**src/rtl/ins_fetcher_pkg.sv**
```systemverilog
// Shared types for the instruction fetch stage: widths, JAL opcode, FSM states,
// queue entry layout and the JAL immediate decoder used by predecode.
package ins_fetcher_pkg;

   localparam int INS_WIDTH  = 32;
   localparam int DATA_WIDTH = 32;

   localparam logic [6:0] OPC_JAL = 7'h6F;

   typedef enum logic [1:0] {
      ST_IDLE = 2'd0,
      ST_WAIT = 2'd1,
      ST_DROP = 2'd2
   } fetch_state_e;

   typedef struct packed {
      logic [INS_WIDTH-1:0]  code;
      logic [DATA_WIDTH-1:0] pc;
      logic                  pred;
   } queue_entry_t;

   // Sign-extended J-type immediate: {ins[31], ins[19:12], ins[20], ins[30:21], 0}.
   function automatic logic [DATA_WIDTH-1:0] jal_offset(input logic [INS_WIDTH-1:0] ins);
      return {{11{ins[31]}}, ins[31], ins[19:12], ins[20], ins[30:21], 1'b0};
   endfunction

endpackage

```
**src/rtl/ins_queue.sv**
```systemverilog
// Circular FIFO of fetched {code, pc, pred} entries with synchronous clear.
// Everything freezes while en_i is low; head_o comes straight from storage.
module ins_queue
   import ins_fetcher_pkg::*;
#(
   parameter int DEPTH = 8
) (
   input  logic                     clk_i,
   input  logic                     rst_ni,
   input  logic                     en_i,
   input  logic                     clr_i,
   input  logic                     enq_i,
   input  queue_entry_t             enq_data_i,
   input  logic                     deq_i,
   output queue_entry_t             head_o,
   output logic [$clog2(DEPTH):0]   count_o,
   output logic                     full_o,
   output logic                     empty_o
);

   localparam int PW = $clog2(DEPTH);
   localparam int CW = PW + 1;

   queue_entry_t    mem_q [DEPTH];
   logic [PW-1:0]   head_q;
   logic [PW-1:0]   tail_q;
   logic [CW-1:0]   count_q;

   always_ff @(posedge clk_i) begin
      if (!rst_ni) begin
         head_q  <= '0;
         tail_q  <= '0;
         count_q <= '0;
         for (int i = 0; i < DEPTH; i++) begin
            mem_q[i] <= '0;
         end
      end else if (en_i) begin
         if (clr_i) begin
            head_q  <= '0;
            tail_q  <= '0;
            count_q <= '0;
         end else begin
            if (enq_i) begin
               mem_q[tail_q] <= enq_data_i;
               tail_q        <= tail_q + 1'b1;
            end
            if (deq_i) begin
               head_q <= head_q + 1'b1;
            end
            // Power-of-two depth lets the pointers wrap by plain overflow.
            count_q <= count_q + CW'(enq_i) - CW'(deq_i);
         end
      end
   end

   assign head_o  = mem_q[head_q];
   assign count_o = count_q;
   assign full_o  = (count_q == CW'(DEPTH));
   assign empty_o = (count_q == '0);

endmodule

```
**src/rtl/ins_fetcher.sv**
```systemverilog
// Instruction fetch: PC, single-outstanding icache request FSM and fetch queue.
// Optional JAL predecode redirect is enabled by defining FETCH_PREDECODE_EN.
module ins_fetcher
   import ins_fetcher_pkg::*;
#(
   parameter int          QUEUE_DEPTH = 8,
   parameter logic [31:0] RESET_PC    = 32'h0
) (
   input  logic        clk_in,
   input  logic        rst_in,
   input  logic        rdy_in,
   output logic        icache_req_valid,
   output logic [31:0] icache_req_addr,
   input  logic        icache_resp_valid,
   input  logic [31:0] icache_resp_data,
   input  logic        flush_in,
   input  logic [31:0] flush_pc_in,
   output logic        ins_valid,
   input  logic        ins_ready,
   output logic [31:0] ins_code,
   output logic [31:0] ins_pc,
   output logic        ins_pred_jump,
   output logic [1:0]  dbg_state_o
);

   localparam int              CW      = $clog2(QUEUE_DEPTH) + 1;
   localparam logic [CW-1:0]   DEPTH_C = CW'(QUEUE_DEPTH);

   fetch_state_e    state_q, state_d;
   logic [31:0]     pc_q, pc_d;
   logic [31:0]     drop_addr_q, drop_addr_d;

   logic            enq, deq, clr;
   queue_entry_t    enq_entry, head;
   logic [CW-1:0]   count, count_after;
   logic            full, empty;
   logic [31:0]     next_pc;
   logic            pred_jump;

   // Handshake: the head moves on a clock edge where ins_valid && ins_ready && rdy_in
   // and no flush; the icache sees icache_req_valid with a stable address until
   // icache_resp_valid, and a request is never withdrawn.
   assign deq         = ins_valid && ins_ready && !flush_in;
   assign count_after = count - CW'(deq);

   always_comb begin
      next_pc   = pc_q + 32'd4;
      pred_jump = 1'b0;
`ifdef FETCH_PREDECODE_EN
      if (icache_resp_data[6:0] == OPC_JAL) begin
         next_pc   = pc_q + jal_offset(icache_resp_data);
         pred_jump = 1'b1;
      end
`endif
   end

   assign enq_entry = '{code: icache_resp_data, pc: pc_q, pred: pred_jump};

   always_comb begin
      state_d     = state_q;
      pc_d        = pc_q;
      drop_addr_d = drop_addr_q;
      enq         = 1'b0;
      clr         = 1'b0;
      if (flush_in) begin
         clr  = 1'b1;
         pc_d = flush_pc_in;
         case (state_q)
            ST_IDLE: state_d = ST_IDLE;
            ST_WAIT: begin
               drop_addr_d = pc_q;
               state_d     = icache_resp_valid ? ST_IDLE : ST_DROP;
            end
            ST_DROP: state_d = icache_resp_valid ? ST_IDLE : ST_DROP;
            default: state_d = ST_IDLE;
         endcase
      end else begin
         case (state_q)
            // A request reserves its slot, so issue only when one is free.
            ST_IDLE: if (!full || deq) state_d = ST_WAIT;
            ST_WAIT: begin
               if (icache_resp_valid) begin
                  enq     = 1'b1;
                  pc_d    = next_pc;
                  state_d = ((count_after + 1'b1) < DEPTH_C) ? ST_WAIT : ST_IDLE;
               end
            end
            ST_DROP: if (icache_resp_valid) state_d = ST_IDLE;
            default: state_d = ST_IDLE;
         endcase
      end
   end

   always_ff @(posedge clk_in) begin
      if (!rst_in) begin
         state_q     <= ST_IDLE;
         pc_q        <= RESET_PC;
         drop_addr_q <= RESET_PC;
      end else if (rdy_in) begin
         state_q     <= state_d;
         pc_q        <= pc_d;
         drop_addr_q <= drop_addr_d;
      end
   end

   ins_queue #(
      .DEPTH (QUEUE_DEPTH)
   ) u_queue (
      .clk_i      (clk_in),
      .rst_ni     (rst_in),
      .en_i       (rdy_in),
      .clr_i      (clr),
      .enq_i      (enq),
      .enq_data_i (enq_entry),
      .deq_i      (deq),
      .head_o     (head),
      .count_o    (count),
      .full_o     (full),
      .empty_o    (empty)
   );

   assign icache_req_valid = (state_q != ST_IDLE);
   assign icache_req_addr  = (state_q == ST_DROP) ? drop_addr_q : pc_q;
   assign ins_valid        = !empty;
   assign ins_code         = head.code;
   assign ins_pc           = head.pc;
   assign ins_pred_jump    = head.pred;
   assign dbg_state_o      = state_q;

endmodule

```
**config.mk**
```make
export PLATFORM = sky130hd
export DESIGN_NAME = ins_fetcher
export DESIGN_NICKNAME = d
export VERILOG_FILES = /design/src/rtl/ins_fetcher_pkg.sv /design/src/rtl/ins_queue.sv /design/src/rtl/ins_fetcher.sv
export SDC_FILE = /design/constraint.sdc
export NUM_CORES = 1
export LEC_CHECK = 0
export ABC_AREA = 1
export CAP_MARGIN = 30
export CELL_PAD_IN_SITES_DETAIL_PLACEMENT = 2
export CELL_PAD_IN_SITES_GLOBAL_PLACEMENT = 2
export CORE_MARGIN = 3
export CORE_UTILIZATION = 41
export CTS_CLUSTER_SIZE = 25
export DETAILED_ROUTE_END_ITERATION = 10
export GPL_TIMING_DRIVEN = 0
export PLACE_DENSITY = 0.95
export SETUP_SLACK_MARGIN = 0.4
export SYNTH_ARGS = -nofsm -noshare
export SYNTH_HDL_FRONTEND = slang
export SYNTH_SLANG_ARGS = --single-unit
```
**constraint.sdc**
```tcl
create_clock -name clk_in -period 10.5 [get_ports clk_in]
set_input_delay 2.625 -clock clk_in [delete_from_list [all_inputs] [get_ports clk_in]]
set_output_delay 2.625 -clock clk_in [all_outputs]
set_load 0.03 [all_outputs]
```
### Word-level counts from Yosys, hierarchy flattened

Memories as Yosys holds them, arrays and structs flattened. A register that Yosys moved wholly into a read port is not among the register bits.
Cells that the tools add are included.

* add/sub/neg operators: 7
* $lt $le $gt $ge: 1
* equal/unequal tests: 6
* mux-type cells: 32
* reductions and logical operators: 20

Operator list (number)
* 2-to-1 mux 32 bit: 4
* 2-to-1 mux 64 bit: 1
* OR reduction 64 bit: 1
* adder 32 x 3 -> 32 bit (second input constant): 1
* 2-to-1 mux 3 bit: 7
* 2-to-1 mux 1 bit: 12
* 2-to-1 mux 2 bit: 6
* nonzero test 2 bit: 5
* != test 3 bit (second input constant): 3
* subtractor 4 x 1 -> 4 bit: 2
* adder 3 x 1 -> 3 bit (second input constant): 2
* case mux 2 bit (3 select lines): 1
* AND reduction 3 bit: 2
* adder 4 x 1 -> 4 bit: 1
* adder 4 x 1 -> 4 bit (second input constant): 1
* equality test 4 bit (second input constant): 1
* logical NOT 4 bit: 1
* less-than comparator 4 bit (second input constant): 1
* 2-to-1 mux 4 bit: 1
* AND reduction 2 bit: 2
* AND reduction 4 bit: 1
* logical NOT 1 bit: 3
* equality test 2 x 1 -> 1 bit (second input constant): 1
* equality test 2 bit (second input constant): 1
* other kinds (4): 5

* bits in registers: 76
* memory bits (writable): 512
* bits of input ports: 70
* output and inout port bits: 101
* logic and storage cells: 73
* memories kept: 1

Memory list
* u_queue.mem_q: words 8, bits a word 64, read ports 1, clocked after memory_dff 1, write ports 8, line ins_queue.sv:24 `queue_entry_t mem_q [DEPTH];`

### Longest topological paths before layout

Gate-level depths: netlist of the first run.

* word-level depth: 11
* mapped depth: 14

### Modules after synthesis

From an unflattened synthesis of the first run, not the netlist that was laid out.

* cells, all modules: 2875
* area total of the unflattened synthesis: 27258.6 µm²

By module, submodules not included
* ins_queue: instances 1, cells each 2214, area an instance 23252.3 µm²
* ins_fetcher: instances 1, cells each 661, area an instance 4006.3 µm²

### Worst setup path after synthesis of the first run

Ideal clock, no wire load.

* kind: input port to flip-flop
* start: input port flush_in
* end: memory u_queue.mem_q[2][0] (netlist bit) (enable)
* setup time: 0.424 ns
* data arrival time: 5.047 ns
* setup slack: 5.029 ns
* stages on the path: 10
* path buffers: 3
* cell sequence: buf_2 nor2_4 inv_2 nor2_2 nand2_1 nor2_2 nand2_1 buf_2 buf_6 nand2_1

RTL lines
* from (decl): line ins_fetcher.sv:16 `input logic flush_in,`
* to (decl): line ins_queue.sv:24

==> results of run 1 <==
==> worst max-delay path, cell delays in order (launching register included) <==
cell	delay (ps)
sky130_fd_sc_hd__dfxtp_1	660
sky130_fd_sc_hd__buf_2	500
sky130_fd_sc_hd__clkbuf_1	430
sky130_fd_sc_hd__buf_8	230
sky130_fd_sc_hd__buf_2	260
sky130_fd_sc_hd__nor2_1	90
sky130_fd_sc_hd__nor2_1	210
sky130_fd_sc_hd__o21ai_0	210
sky130_fd_sc_hd__a31oi_1	480
sky130_fd_sc_hd__clkdlybuf4s50_1	780
==> metrics by stage <==
stage	util [%]	power, W	cell area [sq um]
after floorplan	-	0.00286	26700
after global placement	46.2	0.00301	29500
after detailed placement	46.6	0.00305	29700
after CTS	49.8	0.00535	31700
after global routing	49.8	0.00545	31800
final	49.8	0.00536	31800
==> layout by cell type (no fill, tap or decap), drive strengths merged, types with 2 or more instances in the layout <==
cell type,n
o21ai,318
nor2,1048
ha,13
nor3,5
and2,2
clkinv,50
nand2,240
dfxtp,79
edfxtp,512
o211ai,2
nand3,69
clkbuf,194
clkdlybuf4s50,168
a21oi,76
buf,104
inv,71
o22ai,64
o31ai,5
a31oi,66
==> routing by layer <==
metal / up-vias / track usage, %
met4: 0 / 22.6
met3: 470 / 6.43
met1: 12600 / 44.6
met2: 1483 / 65.1
li1: 9985 / -
met5: - / 0
==> sequential cells by signal, summed over array words and instances (netlist names), named ones only <==
| register | cells |
|---|---|
| u_queue.mem_q | 512 |
| drop_addr_q | 32 |
| pc_q | 32 |
| u_queue.count_o | 4 |
| u_queue.head_q | 3 |
| u_queue.tail_q | 3 |
| dbg_state_o | 2 |
==> worst min-delay path by stage <==
stage                                   startpoint                             end  slack (ps)  cells past startpoint
floorplan           u_queue.head_q[2]$_SDFFE_PN0P_                       flip-flop         410                      1
global placement    u_queue.head_q[2]$_SDFFE_PN0P_  u_queue.head_q[2]$_SDFFE_PN0P_         430                      1
detailed placement     drop_addr_q[3]$_SDFFE_PN0P_     drop_addr_q[3]$_SDFFE_PN0P_         460                      2
CTS                   drop_addr_q[19]$_SDFFE_PN0P_    drop_addr_q[19]$_SDFFE_PN0P_         470                      2
global route          drop_addr_q[19]$_SDFFE_PN0P_    drop_addr_q[19]$_SDFFE_PN0P_         480                      2
finish                drop_addr_q[19]$_SDFFE_PN0P_    drop_addr_q[19]$_SDFFE_PN0P_         470                      2
==> power groups by stage <==
| stage | Sequential (W) | Clock [W] | Combinational (W) |
|---|---|---|---|
| 5_1_grt | 0.00267 | 0.00240 | 0.000380 |
| 2_1_floorplan | 0.00269 | 0 | 0.000170 |
| 4_1_cts | 0.00267 | 0.00233 | 0.000357 |
| 6_report | 0.00267 | 0.00233 | 0.000363 |
| 3_3_place_gp | 0.00270 | 0 | 0.000308 |
| 3_5_place_dp | 0.00271 | 0 | 0.000343 |
==> synthesized netlist by cell type, drive strengths merged, types with 13 or more instances <==
cell,instances
nand2,240
edfxtp,512
buf,93
a21oi,76
inv,69
clkinv,29
a31oi,66
clkbuf,103
o22ai,64
nand3,69
nor2,1048
o21ai,318
ha,13
dfxtp,79
==> layout make-up <==
| cell class | instances | area, sq um |
|---|---|---|
| Fill cell | 6651 | 32000 |
| Sequential cell | 591 | 17000 |
| Multi-Input combinational cell | 1917 | 8380 |
| Timing Repair Buffer | 179 | 1910 |
| Clock buffer | 91 | 1830 |
| Buffer | 196 | 1100 |
| Tap cell | 846 | 1060 |
| Inverter | 98 | 368 |
| Clock inverter | 25 | 156 |
==> logic make-up (layout without fill, tap and decap cells) <==
logic type / count (synthesis) / count (layout) / share of synthesized area (%)
AND/OR/NAND/NOR: 1366 / 1366 / 19.6
flip-flops: 591 / 591 / 63.4
AO/OA/AOI/OAI: 536 / 536 / 10.8
buffers and inverters: 294 / 589 / 5.50
adder cells (fa/ha/maj): 14 / 14 / 0.683
other: 1 / 1 / 0.0140
==> out/results.md, run 1 <==
| Parameter | Reported | Unit |
| --- | --- | --- |
| Worst hold margin | 472 | ps |
| Clock latency reported for the late side of the worst-skew pair | 640 | ps |
| Setup slack after placement | 4000 | ps |
| Combined area of all synthesized cells | 0.0267 | sq mm |
| Fin nets | 3,134 | - |
| Largest net degree at the start of global routing | 47 | - |
| Floorplan die area | 0.0683 | sq mm |
| Total number of vias | 24,600 | - |
| Result of the run | finished clean | - |
| Critical path arrival | 4480 | ps |
| Post-route worst setup slack | 3400 | ps |
| Post-cts gate resize count | 0 | - |
| Hold bufs inserted after CTS | 0 | - |
| Share of flip-flops with an asynchronous set or reset | 0 | % |
| Final slew viol count | 0 | - |
| Sequential share of power | 49.7 | % |
| CTS Buf Count | 67 | - |
| Net count after synthesis | 2,886 | - |
| Worst clock skew on the final layout | 31.5 | ps |
| Max Root-Sink Buffers | 3 | - |
| Post-DR wirelength/cell | 33.0 | um |
| Number of global-route vias before repair | 27,000 | - |
| Max_cap viols | 0 | - |
| Final-report hold violation count | 0 | - |
| DR vias/cell | 6.24 | - |
| Hpwl dp | 80.4 | mm |
| Fin crit period | 7100 | ps |
| PwrDens | 169 | mW/mm^2 |
| Register-to-register setup slack | 6880 | ps |
| Antenna violations before repair | 0 | - |
| Die Span X | 261 | um |
| Initial cell density of the core | 41.9 | % |
| Data required time of the worst path | 7880 | ps |
| Aggregate global routing overflow | 0 | - |
| Number of different library cells in the post-synthesis netlist | 34 | - |
| Met2 WL post-DR | 64.2 | mm |
| Number of warnings issued by yosys | 0 | - |
| Share of Yosys cell area claimed by the top area cell type | 57.5 | % |
| Iteration-0 DRC Markers | 2,978 | - |
| Share of layout cells above drive strength 1 | 6.36 | % |
| Part of the total power dissipated in combinational logic | 6.8 | % |
| Clock net sink count | 591 | - |
| Worst Path Class, Setup | flip-flop to output port | - |
| Leakage power total | 11.4 | nW |
| Number of remaining DRC errors | 0 | - |
| Top area cells in the synthesized netlist | sky130_fd_sc_hd__edfxtp_1, sky130_fd_sc_hd__nor2_1, sky130_fd_sc_hd__o21ai_0 | - |
| Worst ir drop on vdd | 0.105 | mV |
| Switching part of the total power | 26.1 | % |
| Setup TNS | 0 | ps |
| Sum of routed wire length over all layers | 130 | mm |
| Post-Syn Instances | 2,802 | - |
| Share of the clock period used by the worst path | 67.7 | % |
| Port Buf Inserts | 168 | - |
| Last element of the critical path | ins_pc[21] | - |
| Detailed-routing wirelength on met1 | 48.2 | mm |
| Count of flip-flops with a built-in enable after synthesis | 512 | - |
| Critical register-to-register path endpoint | u_queue.mem_q[2][30]$_SDFFCE_PN0P_ | - |
| Setup violation total in the final timing report | 0 | - |
| Aggregate global-route resource usage | 37.9 | % |
| Buffers inserted during post-CTS setup optimization | 0 | - |
| Std-Cell Rows | 92 | - |
| Clock-pin slew of the registers on the worst-case setup and hold paths | 60 | ps |
| Post-synthesis cell type with the largest combined area | sky130_fd_sc_hd__edfxtp_1 | - |
| Die boundary height | 261 | um |
| Primary flip-flop cell chosen by synthesis mapping | sky130_fd_sc_hd__edfxtp_1 | - |
| Top Layer Used | met4 | - |
| Core area | 0.0638 | sq mm |
| Ports | 171 | - |
| Length in cells of the worst reg-to-reg path | 12 | - |
| Global-route wire length before repair | 189 | mm |
| Non-Filler Instances | 3,943 | - |
| Post-detailed-route count of antenna-violating nets | 0 | - |
| Class of the most critical hold timing path | flip-flop to flip-flop | - |
| Clock tree from TritonCTS | built | - |
| Layout overhead on the synthesized area | 18.8 | % |
| Weighted congestion reported at the end of routability-driven placement | 0.890 | - |
| Flop and latch count out of synthesis | 591 | - |
| Peak fanout along the critical path | 10 | - |
| Worst flop-to-flop path startpoint | dbg_state_o[1]$_SDFFE_PN0P_ | - |
| Antenna cell count | 0 | - |
| Root buffer cell | sky130_fd_sc_hd__clkbuf_16 | - |
| Slew of the pin with the lowest slew margin | 1170 | ps |
| Part of the power in the clock network | 43.5 | % |
| Headroom to the max-slew limit | 22.2 | % |
| Number of instances in the placed design | 3,825 | - |
| Pint | 0.00397 | W |
| Max Fclk | 0.141 | GHz |
| H-tree levels | 3 | - |
| Length of the first detailed-routing pass in iterations | 5 | - |
| Critical path endpoint category | output port | - |
| Synthesized area divided by synthesized cell count | 9.54 | sq um |
| Switch Pwr | 0.00140 | W |
| Type of origin of the critical path | flip-flop | - |
| Unrepaired setup endpoints after global routing | no | - |
| Met3 routed wirelength | 9.24 | mm |
| Proportion of synthesized chip area in sequential cells | 63.4 | % |
Power figures use the tool's default switching activity.
==> run 2: changes to the inputs <==
--- a/config.mk
+++ b/config.mk
@@ -10,11 +10,11 @@
 export CELL_PAD_IN_SITES_DETAIL_PLACEMENT = 2
 export CELL_PAD_IN_SITES_GLOBAL_PLACEMENT = 2
 export CORE_MARGIN = 3
-export CORE_UTILIZATION = 41
+export CORE_UTILIZATION = 34
 export CTS_CLUSTER_SIZE = 25
 export DETAILED_ROUTE_END_ITERATION = 10
 export GPL_TIMING_DRIVEN = 0
-export PLACE_DENSITY = 0.95
+export PLACE_DENSITY = 0.85
 export SETUP_SLACK_MARGIN = 0.4
 export SYNTH_ARGS = -nofsm -noshare
 export SYNTH_HDL_FRONTEND = slang
==> constraint.sdc (replaced) <==
create_clock -name clk_in -period 6.34 [get_ports clk_in]
set_input_delay 1.585 -clock clk_in [delete_from_list [all_inputs] [get_ports clk_in]]
set_output_delay 1.585 -clock clk_in [all_outputs]
set_load 0.03 [all_outputs]
==> run 2 against run 1 <==
Clock power is 67% higher; setup slack lost 3000 ps; cell count rose by 5.0%; critical path depth did not move; first-iteration DRC count fell by 44%; sequential share of layout area fell by 0.66 points; die area rose by 20%; total power increased by 65%; clock skew down 4.0 ps.
==> out/results.md, run 2 (synthesis results as in run 1) <==
| Parameter | Reported | Unit |
| --- | --- | --- |
| Sequential share of power | 49.6 | % |
| Layout overhead on the synthesized area | 20.3 | % |
| Final-report hold violation count | 0 | - |
| Critical Path Max Stage Delay | 780 | ps |
| Placed cell areas | 0.0300 | sq mm |
| Critical path endpoint category | output port | - |
| Floorplan die area | 0.0821 | sq mm |
| Worst clock skew on the final layout | 27.5 | ps |
| Clock net sink count | 591 | - |
| Hold bufs inserted after CTS | 0 | - |
| Std-Cell Rows | 102 | - |
| Port Buf Inserts | 168 | - |
| Max FFs per register | 512 | - |
| Global-route wire length before repair | 162 | mm |
| Part of the power in the clock network | 43.9 | % |
| Weighted congestion reported at the end of routability-driven placement | 0.909 | - |
| Die Span X | 286 | um |
| Switch Pwr | 0.00220 | W |
| Max Fclk | 0.169 | GHz |
| Aggregate global-route resource usage | 26.1 | % |
| Die boundary height | 286 | um |
| Part of the total power dissipated in combinational logic | 6.5 | % |
| Post-route worst setup slack | 432 | ps |
| PwrDens | 276 | mW/mm^2 |
| Aggregate global routing overflow | 0 | - |
| Most frequent standard cell in the layout excluding fill and tap cells | sky130_fd_sc_hd__nor2_1 | - |
| Data required time of the worst path | 4760 | ps |
| Clock tree from TritonCTS | built | - |
| Final instance area | 0.0322 | sq mm |
| Non-Filler Instances | 4,142 | - |
| Post-cts gate resize count | 4 | - |
| Worst hold margin | 470 | ps |
| Clock latency reported for the late side of the worst-skew pair | 650 | ps |
| Total number of vias | 22,700 | - |
| Core area | 0.0777 | sq mm |
| Buffers inserted during post-CTS setup optimization | 0 | - |
| CTS Buf Count | 69 | - |
| Setup slack after placement | 637 | ps |
| Number of instances in the placed design | 4,021 | - |
| Antenna cell count | 0 | - |
| Clock-pin slew of the registers on the worst-case setup and hold paths | 60 | ps |
| Worst Path Class, Setup | flip-flop to output port | - |
| Share of the clock period used by the worst path | 93.2 | % |
| Most frequent cells in the layout | sky130_fd_sc_hd__nor2_1, sky130_fd_sc_hd__edfxtp_1, sky130_fd_sc_hd__o21ai_0, sky130_fd_sc_hd__nand2_1, sky130_fd_sc_hd__clkdlybuf4s50_1 | - |
| DR vias/cell | 5.48 | - |
| Post-DR wirelength/cell | 26.2 | um |
| Max_cap viols | 0 | - |
| Pint | 0.00667 | W |
| Slew of the pin with the lowest slew margin | 849 | ps |
| Post-detailed-route count of antenna-violating nets | 0 | - |
| Fin crit period | 5910 | ps |
| Class of the most critical hold timing path | flip-flop to flip-flop | - |
| Headroom to the max-slew limit | 43.4 | % |
| Hpwl dp | 73.8 | mm |
| Worst ir drop on vdd | 0.177 | mV |
| Most flop-heavy register | u_queue.mem_q | - |
| Slowest cell on crit path | sky130_fd_sc_hd__clkdlybuf4s50_1 | - |
| Type of origin of the critical path | flip-flop | - |
| Unrepaired setup endpoints after global routing | no | - |
| H-tree levels | 3 | - |
| CP Cell Sequence | inv_1 -> buf_4 -> buf_2 -> clkbuf_1 -> o21ai_0 -> o22ai_1 -> nor2_1 -> a31oi_1 -> clkdlybuf4s50_1 | - |
| Max Root-Sink Buffers | 3 | - |
| Initial cell density of the core | 34.4 | % |
| Peak fanout along the critical path | 10 | - |
| Root buffer cell | sky130_fd_sc_hd__clkbuf_16 | - |
| Largest net degree at the start of global routing | 48 | - |
| Switching part of the total power | 24.8 | % |
| Number of remaining DRC errors | 0 | - |
| Overall power of the completed layout | 0.00887 | W |
| Sum of routed wire length over all layers | 108 | mm |
| Share of layout cells above drive strength 1 | 6.51 | % |
| Result of the run | finished clean | - |
| Fin nets | 3,137 | - |
| Leakage power total | 11.4 | nW |
| Ports | 171 | - |
| Critical path arrival | 4320 | ps |
| Number of global-route vias before repair | 25,400 | - |
| Setup violation total in the final timing report | 0 | - |
| Iteration-0 DRC Markers | 1,678 | - |
| Final slew viol count | 0 | - |
| Antenna violations before repair | 2 | - |
| Length of the first detailed-routing pass in iterations | 5 | - |
| Largest regs | u_queue.mem_q x512, drop_addr_q x32, pc_q x32 | - |
[run 2: path summary, 6_finish.rpt]
kind | from | to | slack (ps) | cells after the start
worst max register to register | dbg_state_o[0]$_SDFFE_PN0P_ | u_queue.mem_q[0][22]$_SDFFCE_PN0P_ | 2840 | 11
worst min register to register | drop_addr_q[27]$_SDFFE_PN0P_ | drop_addr_q[27]$_SDFFE_PN0P_ | 470 | 2
worst max-delay path | flip-flop | ins_pc[14] | 430 | 9
worst min-delay path | drop_addr_q[27]$_SDFFE_PN0P_ | drop_addr_q[27]$_SDFFE_PN0P_ | 470 | 2
[run 2: cell type report]
class	instances	area [sq um]
Fill cell	8263	45600
Sequential cell	591	17000
Multi-Input combinational cell	1917	8390
Timing Repair Buffer	180	1930
Clock buffer	83	1800
Tap cell	1040	1300
Buffer	196	1110
Inverter	98	368
Clock inverter	37	310
[run 2: worst max-delay path: cells and delay by family (launching register included)]
family                 cells  cell delay (ps)
buffers and inverters      5             2250
flip-flops                 1              440
AO/OA/AOI/OAI              3              890
AND/OR/NAND/NOR            1              100
[run 2: metrics by stage]
stage | TNS [ps] | util [%]
floorplan | 0 | -
detailed placement | 0 | 38.6
finish | 0 | 41.4
CTS | 0 | 41.4
global route | 0 | 41.4
global placement | -98550 | 38.2
[run 2: layer usage]
layer / routed length, um / GRT usage [%] / up-vias
met5: 0 / 0 / -
met4: 4190 / 10.0 / 0
met3: 5200 / 3.46 / 230
met2: 56000 / 47.7 / 754
met1: 43000 / 31.1 / 11700
li1: - / - / 10000
[run 2: power groups by stage]
| stage | Clock (W) | Combinational (W) | Sequential (W) |
|---|---|---|---|
| 4_1_cts | 0.00394 | 0.000576 | 0.00440 |
| 2_1_floorplan | 0 | 0.000281 | 0.00446 |
| 3_3_place_gp | 0 | 0.000523 | 0.00448 |
| 6_report | 0.00389 | 0.000574 | 0.00440 |
| 3_5_place_dp | 0 | 0.000567 | 0.00448 |
| 5_1_grt | 0.00407 | 0.000615 | 0.00441 |
